**config.mk**
```make
export PLATFORM = sky130hd
export DESIGN_NAME = alu_share_arbiter
export DESIGN_NICKNAME = d
export VERILOG_FILES = /design/src/rtl/alu_share_arbiter_pkg.sv /design/src/rtl/alu_share_arbiter_alu.sv /design/src/rtl/alu_share_arbiter.sv
export SDC_FILE = /design/constraint.sdc
export NUM_CORES = 1
export LEC_CHECK = 0
export CAP_MARGIN = 20
export CORE_ASPECT_RATIO = 0.7
export CORE_MARGIN = 5
export CORE_UTILIZATION = 40
export DETAILED_ROUTE_END_ITERATION = 6
export PLACE_DENSITY = 0.7
export SLEW_MARGIN = 40
export SYNTH_ARGS = -nofsm -noshare
export SYNTH_HDL_FRONTEND = slang
export SYNTH_SLANG_ARGS = --single-unit
```
**constraint.sdc**
```tcl
create_clock -name clk -period 6.34 [get_ports clk]
set_clock_uncertainty 0.1 [all_clocks]
set_input_delay 0.634 -clock clk [delete_from_list [all_inputs] [get_ports clk]]
set_output_delay 0.634 -clock clk [all_outputs]
set_load 0.01 [all_outputs]
```
**src/rtl/alu_share_arbiter_pkg.sv**
```systemverilog
// Shared constants for the ALU-sharing arbiter: operation codes, port ids,
// and the output-stage state encoding.
package alu_share_arbiter_pkg;

  localparam logic [2:0] ALU_ADD  = 3'b000;
  localparam logic [2:0] ALU_SUB  = 3'b001;
  localparam logic [2:0] ALU_OR   = 3'b010;
  localparam logic [2:0] ALU_AND  = 3'b011;
  localparam logic [2:0] ALU_SRL  = 3'b100;
  localparam logic [2:0] ALU_SLL  = 3'b101;
  localparam logic [2:0] ALU_SRA  = 3'b110;
  localparam logic [2:0] ALU_NONE = 3'b111;

  localparam logic [2:0] CMP_EQ  = 3'b000;
  localparam logic [2:0] CMP_SLT = 3'b001;
  localparam logic [2:0] CMP_SGT = 3'b010;
  localparam logic [2:0] CMP_ULT = 3'b011;
  localparam logic [2:0] CMP_UGT = 3'b100;
  localparam logic [2:0] CMP_NE  = 3'b101;

  localparam logic PORT0 = 1'b0;
  localparam logic PORT1 = 1'b1;

  typedef enum logic {
    OUT_EMPTY = 1'b0,
    OUT_FULL  = 1'b1
  } out_state_e;

endpackage

```
**src/rtl/alu_share_arbiter_alu.sv**
```systemverilog
// Combinational 32-bit ALU plus comparator; shifts act on operand B.
module alu_share_arbiter_alu
  import alu_share_arbiter_pkg::*;
(
  input  logic [31:0] i_a,
  input  logic [31:0] i_b,
  input  logic [4:0]  i_shamt,
  input  logic [2:0]  i_aluop,
  input  logic [2:0]  i_cmpop,
  output logic [31:0] o_result,
  output logic        o_cmp
);

  // ALU datapath, 32-bit wraparound
  always_comb begin
    o_result = '0;
    case (i_aluop)
      ALU_ADD: o_result = i_a + i_b;
      ALU_SUB: o_result = i_a - i_b;
      ALU_OR:  o_result = i_a | i_b;
      ALU_AND: o_result = i_a & i_b;
      ALU_SRL: o_result = i_b >> i_shamt;
      ALU_SLL: o_result = i_b << i_shamt;
      ALU_SRA: o_result = 32'($signed(i_b) >>> i_shamt);
      default: o_result = '0;
    endcase
  end

  // Comparator; unused codes yield 0
  always_comb begin
    o_cmp = 1'b0;
    case (i_cmpop)
      CMP_EQ:  o_cmp = (i_a == i_b);
      CMP_SLT: o_cmp = ($signed(i_a) < $signed(i_b));
      CMP_SGT: o_cmp = ($signed(i_a) > $signed(i_b));
      CMP_ULT: o_cmp = (i_a < i_b);
      CMP_UGT: o_cmp = (i_a > i_b);
      CMP_NE:  o_cmp = (i_a != i_b);
      default: o_cmp = 1'b0;
    endcase
  end

endmodule

```
**src/rtl/alu_share_arbiter.sv**
```systemverilog
// Two-port round-robin arbiter in front of one shared ALU. The winner's result
// is registered and returned on its response channel the cycle after accept.
module alu_share_arbiter
  import alu_share_arbiter_pkg::*;
#(
  parameter int CNT_W = 16
) (
  input  logic             clk,
  input  logic             reset,
  input  logic             req_valid_0,
  input  logic             req_valid_1,
  output logic             req_ready_0,
  output logic             req_ready_1,
  input  logic [31:0]      opa_0,
  input  logic [31:0]      opb_0,
  input  logic [4:0]       shamt_0,
  input  logic [2:0]       aluop_0,
  input  logic [2:0]       cmpop_0,
  input  logic [31:0]      opa_1,
  input  logic [31:0]      opb_1,
  input  logic [4:0]       shamt_1,
  input  logic [2:0]       aluop_1,
  input  logic [2:0]       cmpop_1,
  output logic             rsp_valid_0,
  output logic             rsp_valid_1,
  input  logic             rsp_ready_0,
  input  logic             rsp_ready_1,
  output logic [31:0]      rsp_result,
  output logic             rsp_cmp,
  output logic [CNT_W-1:0] grant_cnt_0,
  output logic [CNT_W-1:0] grant_cnt_1
);

  out_state_e        r_state, w_state_nxt;
  logic              r_owner;
  logic              r_rr_ptr;
  logic [31:0]       r_result;
  logic              r_cmp;
  logic [CNT_W-1:0]  r_cnt_0, r_cnt_1;

  logic              w_drain, w_can_grant;
  logic              w_grant_0, w_grant_1;
  logic              w_xfer;
  logic [31:0]       w_a, w_b, w_alu_res;
  logic [4:0]        w_shamt;
  logic [2:0]        w_aluop, w_cmpop;
  logic              w_alu_cmp;

  // Slot frees when empty or when the owner drains this same cycle; gating
  // with reset keeps req_ready low while reset is asserted.
  assign w_drain     = (r_state == OUT_FULL) &
                       ((r_owner == PORT1) ? rsp_ready_1 : rsp_ready_0);
  assign w_can_grant = ~reset & ((r_state == OUT_EMPTY) | w_drain);

  // Lone requester wins; on contention rr_ptr names the winner
  assign w_grant_0   = req_valid_0 & (~req_valid_1 | (r_rr_ptr == PORT0));
  assign w_grant_1   = req_valid_1 & (~req_valid_0 | (r_rr_ptr == PORT1));
  assign req_ready_0 = w_can_grant & w_grant_0;
  assign req_ready_1 = w_can_grant & w_grant_1;
  assign w_xfer      = req_ready_0 | req_ready_1;

  // Operand mux keyed on the port-1 grant (port 0 otherwise)
  assign w_a     = w_grant_1 ? opa_1   : opa_0;
  assign w_b     = w_grant_1 ? opb_1   : opb_0;
  assign w_shamt = w_grant_1 ? shamt_1 : shamt_0;
  assign w_aluop = w_grant_1 ? aluop_1 : aluop_0;
  assign w_cmpop = w_grant_1 ? cmpop_1 : cmpop_0;

  alu_share_arbiter_alu u_alu (
    .i_a      (w_a),
    .i_b      (w_b),
    .i_shamt  (w_shamt),
    .i_aluop  (w_aluop),
    .i_cmpop  (w_cmpop),
    .o_result (w_alu_res),
    .o_cmp    (w_alu_cmp)
  );

  // Output-stage occupancy register
  always_ff @(posedge clk or posedge reset) begin
    if (reset) r_state <= OUT_EMPTY;
    else       r_state <= w_state_nxt;
  end

  // New transfer fills the slot; a drain alone empties it
  always_comb begin
    w_state_nxt = r_state;
    if (w_xfer)       w_state_nxt = OUT_FULL;
    else if (w_drain) w_state_nxt = OUT_EMPTY;
  end

  // Response valids follow occupancy and owner
  always_comb begin
    rsp_valid_0 = (r_state == OUT_FULL) & (r_owner == PORT0);
    rsp_valid_1 = (r_state == OUT_FULL) & (r_owner == PORT1);
  end

  // Result capture, owner and round-robin pointer update on transfer
  always_ff @(posedge clk or posedge reset) begin
    if (reset) begin
      r_owner  <= PORT0;
      r_rr_ptr <= PORT0;
      r_result <= '0;
      r_cmp    <= 1'b0;
    end else if (w_xfer) begin
      r_owner  <= req_ready_1;
      r_rr_ptr <= ~req_ready_1;
      r_result <= w_alu_res;
      r_cmp    <= w_alu_cmp;
    end
  end

  // Saturating per-port grant counters
  always_ff @(posedge clk or posedge reset) begin
    if (reset) begin
      r_cnt_0 <= '0;
      r_cnt_1 <= '0;
    end else begin
      if (req_ready_0 && (r_cnt_0 != {CNT_W{1'b1}})) r_cnt_0 <= r_cnt_0 + CNT_W'(1);
      if (req_ready_1 && (r_cnt_1 != {CNT_W{1'b1}})) r_cnt_1 <= r_cnt_1 + CNT_W'(1);
    end
  end

  assign rsp_result  = r_result;
  assign rsp_cmp     = r_cmp;
  assign grant_cnt_0 = r_cnt_0;
  assign grant_cnt_1 = r_cnt_1;

endmodule

```
==> metrics.cfg <==
[outcome]
status = completed

[finish]
finalInstanceArea_um2 = 17620
fin_nets = 2498
multi_input_area_um2 = 11900
nFillCells = 3604
syn_to_final_growth_pct = 20.10
seq_area_um2 = 1702
drive_gt1_frac = 0.08620

[floorplan]
die-area_um2 = 40660
io_pins = 225
row_count = 58
start_util = 0.4067
coreArea_um2 = 36070
die-height_um = 170.2
die_width_um = 238.9

[critical_path]
endpoint_kind = flop
cp_max_fo = 47
worstPathRequired_ps = 6510
cpMostUsedCell = o211ai_1
worst-setup-path-type = input pin to flop
crit_family = simple AND/OR/NAND/NOR gates
crit_path_max_incr_delay_ps = 650
start_kind = input pin
cpMaxStageDelayCell = o211ai_1
cp_cell_sequence = clkdlybuf4s50_1 -> and2b_4 -> nor2_8 -> buf_12 -> nor2_1 -> a21o_1 -> ha_1 -> nor2b_1 -> o211ai_1 -> a31oi_1 -> o211ai_1 -> a211oi_1 -> nor3_2 -> o31ai_1 -> or4_1 -> o211ai_1
crit_buf_inv = 2
arrival_ps = 5440

[logic_synthesis]
yosys.area_share.simple = 0.2543
muxShareOfSynthArea = 0.1291
seq_area_frac_synth = 0.1160
yosysWarnings = 0
synthFlopType = dfrtp_1
synth-seq-cells = 68
synth_cell_type_count = 99
synth-compound-area-share = 0.2949
netlist_instances = 2098
synth_edf_count = 0
synth_area_um2 = 14670
synthAdderAreaFrac = 0.09144
yosys.area_share.xor_xnor = 0.03583
syn_area_per_cell_um2 = 6.991
ys_async_sr_fraction = 1.000
synth_top_family_by_area = compound AO/OA/AOI/OAI gates
syn_nets = 2360

[timing]
slew_viol_final = 0
fin_crit_ps = 5270
post-route-period-util = 0.8312
setup_slack_ps = 1070
timing.fmax_mhz = 189.8
tns_ps = 0
max_slew_margin = 0.3995
worst_pin_slew_ps = 893.1
hold_viol_final = 0
setup_viol = 0
rsz0062_at_grt = no

[drt]
drtIter0Drc = 2511
post_drt_via_cell_ratio = 6.605
drc = 0
vias = 17970
top_layer = met5
met1_length_um = 35050
first_pass_iters = 6
dr_wl_met2_um = 31260
wl_per_cell_um = 29.29
wl_met3_um = 10760
wl_um = 79690
ant_nets = 0

[grt]
overflow = 0
grt_max_degree = 69
antenna_found_initial = 3
grt_first_pass_wirelength_um = 115600
grtUsageTotal = 0.3760
grt_pass1_vias = 16650

[min_path]
hp-class = flop to flop

[clock_tree]
postCtsSetupBuffers = 0
clk_latency_ps = 350
ctsResizeCount = 0
root_buffer = clkbuf_16
cts_sinks = 68
cts_buffers = 9
htree_levels = 3
hold_buffers = 0
cts_buffer_depth = 2
cts_tree = done
path_clk_slew_ps = 60

[place]
placed_area_um2 = 17310
io_buffer_count = 224
routabilityCongestion = 1.054
hpwl_um = 64690
place_ws_ps = 921.0

[power]
p_leak_nw = 7.561
power_density_nw_per_um2 = 266.6
ir_drop_uv = 135.3

[job]
maxCapViolations = 0

==> power by group <==
group          total, W  switching [W]  internal (W)
Combinational   0.00348        0.00222       0.00127
Sequential     0.000679       0.000130      0.000549
Clock          0.000534       0.000212      0.000322
==> metrics by stage <==
stage                     instances    util  hold WS, ps  power (W)
after global placement         2705  0.4788        370.5   0.004024
after CTS                      2719  0.4880        387.0   0.004582
after detailed placement       2705  0.4799        377.2   0.004033
after global routing           2719  0.4883        402.4   0.004923
after floorplan                2098       -        364.6   0.002684
final                          2721  0.4884        384.8   0.004697
==> cells by family after synthesis <==
group / after synthesis
muxes: 181
xor gates and xnor gates: 60
DFF: 68
buffers and inverters: 258
and+or+nand+nor: 805
AOI/OAI and AO/OA: 620
adders and majority gates: 106
==> synthesized netlist by cell type (12+ instances only) <==
master | instances | area, um^2
a211oi_1 | 46 | 345.3
a21o_1 | 18 | 135.1
a21oi_1 | 137 | 685.7
a221oi_1 | 22 | 192.7
a31o_2 | 12 | 105.1
a31oi_1 | 34 | 212.7
and2_1 | 15 | 93.84
and3_1 | 20 | 125.1
buf_2 | 61 | 305.3
buf_4 | 16 | 120.1
clkbuf_1 | 67 | 251.5
dfrtp_1 | 68 | 1702
ha_1 | 104 | 1301
inv_1 | 97 | 364.1
mux2_2 | 45 | 506.7
mux2i_1 | 133 | 1331
nand2_1 | 354 | 1329
nand3_1 | 96 | 480.5
nand4_1 | 17 | 106.4
nor2_1 | 137 | 514.2
nor2b_1 | 32 | 200.2
nor3_1 | 49 | 245.2
nor4_1 | 17 | 106.4
o211ai_1 | 37 | 277.8
o21a_1 | 14 | 105.1
o21ai_0 | 97 | 485.5
o21ai_1 | 14 | 70.07
o221ai_1 | 19 | 166.4
o31ai_1 | 22 | 165.2
or3_1 | 15 | 93.84
xnor2_1 | 43 | 376.6
xor2_1 | 17 | 148.9
==> cells in the final DEF (no fill, tap or decap), types with 32 or more instances in the layout <==
master / n
nand3_1: 96
buf_4: 56
nand2_1: 354
ha_1: 104
mux2_2: 45
a21oi_1: 137
o211ai_1: 37
nor2b_1: 32
dfrtp_1: 68
a31oi_1: 34
clkdlybuf4s50_1: 222
inv_1: 96
o21ai_0: 95
nor2_1: 135
nor3_1: 49
mux2i_1: 129
xnor2_1: 43
a211oi_1: 46
==> worst reg2reg max path, cell delays in order, from the launching register on <==
cell and delay, ps:
dfrtp_1 380, and2b_4 220, nor2_8 350, buf_12 300, nor2_1 110, a21o_1 190
ha_1 400, nor2b_1 200, o211ai_1 240, a31oi_1 170, o211ai_1 650, a211oi_1 190
nor3_2 470, o31ai_1 200, or4_1 420, o211ai_1 90
==> flip-flops by register name, summed over array words and instances, names as in the netlist <==
register and cells:
r_rr_ptr 1, rsp_cmp 1, grant_cnt_1 16, r_owner 1, grant_cnt_0 16, rsp_result 32, r_state 1
==> routing by layer <==
layer,global-route usage,vias to the layer above
li1,-,7963
met1,0.5519,8662
met2,0.5223,1207
met3,0.1231,139
met4,0.1052,2
met5,0,-
==> area by class of cell <==
cell class / count / area share
antenna: 2 / 0.0002841
timing repair buffer: 284 / 0.1555
sequential: 68 / 0.09660
clock buffer: 12 / 0.01456
multi-input combinational: 1772 / 0.6755
inverter: 101 / 0.02152
clock inverter: 2 / 0.001989
tap: 480 / 0.03409
==> path summary, 6_finish.rpt <==
kind / from / to / slack [ps] / cells past startpoint
setup / recovery: req_valid_0 / rsp_result[28] / 1070 / 16
hold / removal: grant_cnt_1[5] / grant_cnt_1[5] / 380 / 1
setup reg to reg: r_rr_ptr / rsp_result[28] / 1580 / 15
hold reg to reg: grant_cnt_1[5] / grant_cnt_1[5] / 380 / 1
max in group asynchronous: reset / rsp_result[3] / 4930 / 3
min in group asynchronous: reset / grant_cnt_1[1] / 720 / 3
(Power assumes the default switching activity.)
==> edit 1 (same flow settings) <==
Remove the case item `ALU_SUB` of the case on `i_aluop`.
--- a/src/rtl/alu_share_arbiter_alu.sv
+++ b/src/rtl/alu_share_arbiter_alu.sv
@@ -17,5 +17,4 @@
     case (i_aluop)
       ALU_ADD: o_result = i_a + i_b;
-      ALU_SUB: o_result = i_a - i_b;
       ALU_OR:  o_result = i_a | i_b;
       ALU_AND: o_result = i_a & i_b;
Check against the original RTL: not equivalent (Yosys sat finds a counterexample within 4 cycles, from zero or initial values and one cycle with reset high).
==> edit 1 against the unedited design <==
Critical path type unchanged. Combinational power fell by 20%. Hold slack better by 0.0035 ns. Largest power group unchanged. First-iteration DRC count is 21% lower. Area after synthesis decreased by 13%. Sequential cell count is the same. Worst setup slack worse by 0.40 ns. Cell area down 11%. Total power decreased by 16%. Routed wire length fell by 23%.
==> edit 1: results (changes against the unedited design) <==
Place
  • Post-DP Area: 15,400 µm² (was 17,300 µm²)
  • Hpwl dp: 48,800 µm (was 64,700 µm)
  • Placer Congestion: 1.03 (was 1.05)

Power
  • Lkg Pwr: 6.88 nW (was 7.56 nW)
  • Worst VDD drop: 0.187 mV (was 0.135 mV)
  • Combinational power share: 0.702 (was 0.742)
  • Switch share: 0.520 (was 0.545)
  • Comb pwr: 2.77 mW (was 3.48 mW)
  • Sequential cell power: 0.646 mW (was 0.679 mW)

Synth
  • Seq/Total Area, Yosys: 0.133 (was 0.116)
  • Synth cell count leaders: nand2_1 (365), a21oi_1 (131), mux2i_1 (120) (was nand2_1 (354), a21oi_1 (137), nor2_1 (137))
  • Net Count, Synth: 2,071 (was 2,360)

Layout
  • Fraction of final layout cells sized beyond drive strength 1: 0.0716 (was 0.0862)
  • Final net count: 2,233 (was 2,498)

Global route
  • Global-route wire length before repair: 90,500 µm (was 116,000 µm)
  • Vias in the first global route: 14,145 (was 16,648)
  • Largest net degree at the start of global routing: 85 (was 69)
  • Gr usage total: 0.323 (was 0.376)
  • Initial antenna violation count: 0 (was 3)

Worst setup path
  • Worst Path Max Fanout: 46 (was 47)
  • CP arrival: 5.78 ns (was 5.44 ns)
  • Worst path max stage delay: 0.79 ns (was 0.65 ns)
  • Reg-to-reg setup timing slack: 1.18 ns (was 1.58 ns)
  • Crit Reg-Reg Endpoint: rsp_cmp$_DFFE_PP0P_ (was rsp_result[28]$_DFFE_PP0P_)
  • Crit-path slowest cell: nor4_1 (was o211ai_1)
  • Crit path launch: req_valid_1 (was req_valid_0)

Route
  • Vias/cell: 6.39 (was 6.61)
  • First drt pass iteration count: 7 (was 6)
  • Initial drt markers: 1,983 (was 2,511)
  • Final wirelength: 61,500 µm (was 79,700 µm)

Hold path
  • Hold Startpoint: rsp_result[13]$_DFFE_PP0P_ (was grant_cnt_1[5]$_DFFE_PP0P_)
  • WHS Path Cells: 2 (was 1)
  • Hold path endpoint: rsp_result[13]$_DFFE_PP0P_ (was grant_cnt_1[5]$_DFFE_PP0P_)

Outcome
  • Status: finished, final reports clean (unchanged)

Clock network
  • CTS max path bufs: 2 (unchanged)

STA
  • Worst-margin pin slew: 0.891 ns (was 0.893 ns)
  • Worst Hold Margin: 0.388 ns (was 0.385 ns)
  • Fin worst setup slack: 0.674 ns (was 1.07 ns)
[edit 1: final cells by class]
cell class | instances | area (µm²)
sequential | 68 | 1700
clock inverter | 7 | 80.1
timing repair buffer | 276 | 2650
multi-input combinational | 1536 | 10200
inverter | 87 | 327
tap | 420 | 526
antenna | 1 | 2.50
clock buffer | 9 | 225
fill | 3153 | 15600
[edit 1: layer usage]
layer  track usage  vias up  wire length, µm
li1              -     6957                -
met1         0.470     7221            26800
met2         0.459     1071            24700
met3        0.0910      117             7700
met4         0.103        0             2290
met5             0        -                0
[edit 1: logic make-up (layout without fill, tap and decap cells)]
kind of cell | after synthesis | after routing | share of synthesized area
AND/OR/NAND/NOR | 689 | 689 | 0.241
AO/OA/AOI/OAI | 535 | 535 | 0.289
buffers and inverters | 212 | 379 | 0.0726
multiplexers | 157 | 157 | 0.129
adder cells (fa/ha/maj) | 99 | 99 | 0.0974
flip-flops | 68 | 68 | 0.133
XOR/XNOR | 56 | 56 | 0.0383
other | 0 | 1 | 0
==> edit 2 (same settings) <==
Made on the original files. The parameter `CNT_W` goes from 16 to 18.
--- a/src/rtl/alu_share_arbiter.sv
+++ b/src/rtl/alu_share_arbiter.sv
@@ -4,5 +4,5 @@
   import alu_share_arbiter_pkg::*;
 #(
-  parameter int CNT_W = 16
+  parameter int CNT_W = 18
 ) (
   input  logic             clk,
Ports: changed (resized grant_cnt_0 and grant_cnt_1); port bits go from 225 to 229. The function was not compared with the original's and may differ.
==> edit 2 against the unedited design <==
Sequential cell count grew 4. Area after synthesis grew 0.82%. Routed wire length grew 1.7%. Worst setup slack lost 0.23 ns. Cell area grew 2.1%. Hold slack gained 0.0052 ns. Total power grew 9.1%. Critical path depth grew 1. Largest power group unchanged.
==> edit 2: results (changes against the unedited design) <==
Layout
  • Non-Filler Instances: 2,760 (was 2,721)
  • Final net count: 2,535 (was 2,498)
  • Fill cells: 3,679 (was 3,604)
  • Fraction of final layout cells sized beyond drive strength 1: 0.0803 (was 0.0862)

Global route
  • Gr usage total: 0.379 (was 0.376)
  • Vias in the first global route: 17,060 (was 16,648)
  • Largest net degree at the start of global routing: 73 (was 69)
  • Initial antenna violation count: 6 (was 3)

Outcome
  • Status: finished, final reports clean (unchanged)

Synth
  • Synth cell types: 100 (was 99)
  • Synth area leaders: dfrtp_1 (12%), mux2i_1 (9.9%), ha_1 (8.7%), nand2_1 (8.4%), a21oi_1 (5.9%) (was dfrtp_1 (12%), mux2i_1 (9.1%), nand2_1 (9.1%), ha_1 (8.9%), a21oi_1 (4.7%))
  • Net Count, Synth: 2,370 (was 2,360)
  • Post-synthesis cell count: 2,109 (was 2,098)
  • Synth Area in Compound Gates: 0.301 (was 0.295)
  • Seq/Total Area, Yosys: 0.122 (was 0.116)
  • Synth cell count leaders: nand2_1 (329), a21oi_1 (174), mux2i_1 (146) (was nand2_1 (354), a21oi_1 (137), nor2_1 (137))
  • Multiplexer share of the synthesized area: 0.134 (was 0.129)
  • Post-Synth Adder-Cell Area: 0.0899 (was 0.0914)

Power
  • Sw Pwr: 2.76 mW (was 2.56 mW)
  • Clock power frac: 0.127 (was 0.114)
  • Pwr per Cell Area: 285 nW/µm² (was 267 nW/µm²)
  • Combinational power share: 0.729 (was 0.742)
  • Lkg Pwr: 7.74 nW (was 7.56 nW)
  • Worst VDD drop: 0.150 mV (was 0.135 mV)

Place
  • Placer Congestion: 1.05 (about the same)
  • Port bufs: 228 (was 224)
  • Post-DP Area: 17,600 µm² (was 17,300 µm²)
  • Setup WS pre-CTS: 0.578 ns (was 0.921 ns)
  • Hpwl dp: 65,000 µm (was 64,700 µm)

Worst setup path
  • Worst Path Max Fanout: 8 (was 47)
  • CP delay by family, top: compound AO/OA/AOI/OAI gates (was simple AND/OR/NAND/NOR gates)
  • Worst path max stage delay: 0.68 ns (was 0.65 ns)
  • CP arrival: 5.68 ns (was 5.44 ns)
  • Crit-path slowest cell: o2111ai_1 (was o211ai_1)

Route
  • Initial drt markers: 2,674 (was 2,511)
  • WL met2: 31,600 µm (was 31,300 µm)
  • Met3 wire len: 10,100 µm (was 10,800 µm)
  • Vias/cell: 6.72 (was 6.61)
  • Wire per inst: 29.4 µm (was 29.3 µm)

STA
  • Max_slew headroom: 0.349 (was 0.400)
  • F_max: 182 MHz (was 190 MHz)
-- edit 2: changes by cell type after synthesis, sizes merged, moves of 9 or more --
| cell | delta |
|---|---|
| a21oi | +39 |
| nand2 | -27 |
| o21ai | +20 |
| mux2i | +14 |
| o211ai | -13 |
| mux2 | -9 |
-- edit 2: path summary, 6_finish.rpt --
kind	startpoint	to	slack, ns	cells past startpoint
worst max-delay path	req_valid_0	rsp_result[28]$_DFFE_PP0P_	0.84	17
worst min-delay path	grant_cnt_0[7]$_DFFE_PP0P_	grant_cnt_0[7]$_DFFE_PP0P_	0.39	1
worst max register to register	r_rr_ptr$_DFFE_PP0P_	rsp_result[28]$_DFFE_PP0P_	1.26	16
worst min register to register	grant_cnt_0[7]$_DFFE_PP0P_	grant_cnt_0[7]$_DFFE_PP0P_	0.39	1
max in group asynchronous	reset	grant_cnt_0[7]$_DFFE_PP0P_	4.91	3
min in group asynchronous	reset	rsp_result[30]$_DFFE_PP0P_	0.71	3
-- edit 2: logic make-up after synthesis --
| kind of cell | count (synthesis) |
|---|---|
| AND/OR/NAND/NOR | 775 |
| AO/OA/AOI/OAI | 661 |
| buffers and inverters | 246 |
| multiplexers | 188 |
| adder cells (fa/ha/maj) | 105 |
| flip-flops | 72 |
| XOR/XNOR | 62 |
-- edit 2: per-layer routing --
| layer | GRT usage | vias up |
|---|---|---|
| met4 | 0.112 | 12 |
| li1 | - | 8125 |
| met2 | 0.520 | 1291 |
| met1 | 0.572 | 8956 |
| met3 | 0.102 | 170 |
| met5 | 0.0210 | - |
-- edit 2: cell type report --
type	instances	area (µm²)	share of cell area
sequential	72	1800	0.100
clock buffer	9	225	0.0125
clock inverter	7	143	0.00793
timing repair buffer	297	2820	0.157
multi-input combinational	1791	12000	0.667
antenna	1	2.50	0.000139
inverter	103	388	0.0216
tap	480	601	0.0334
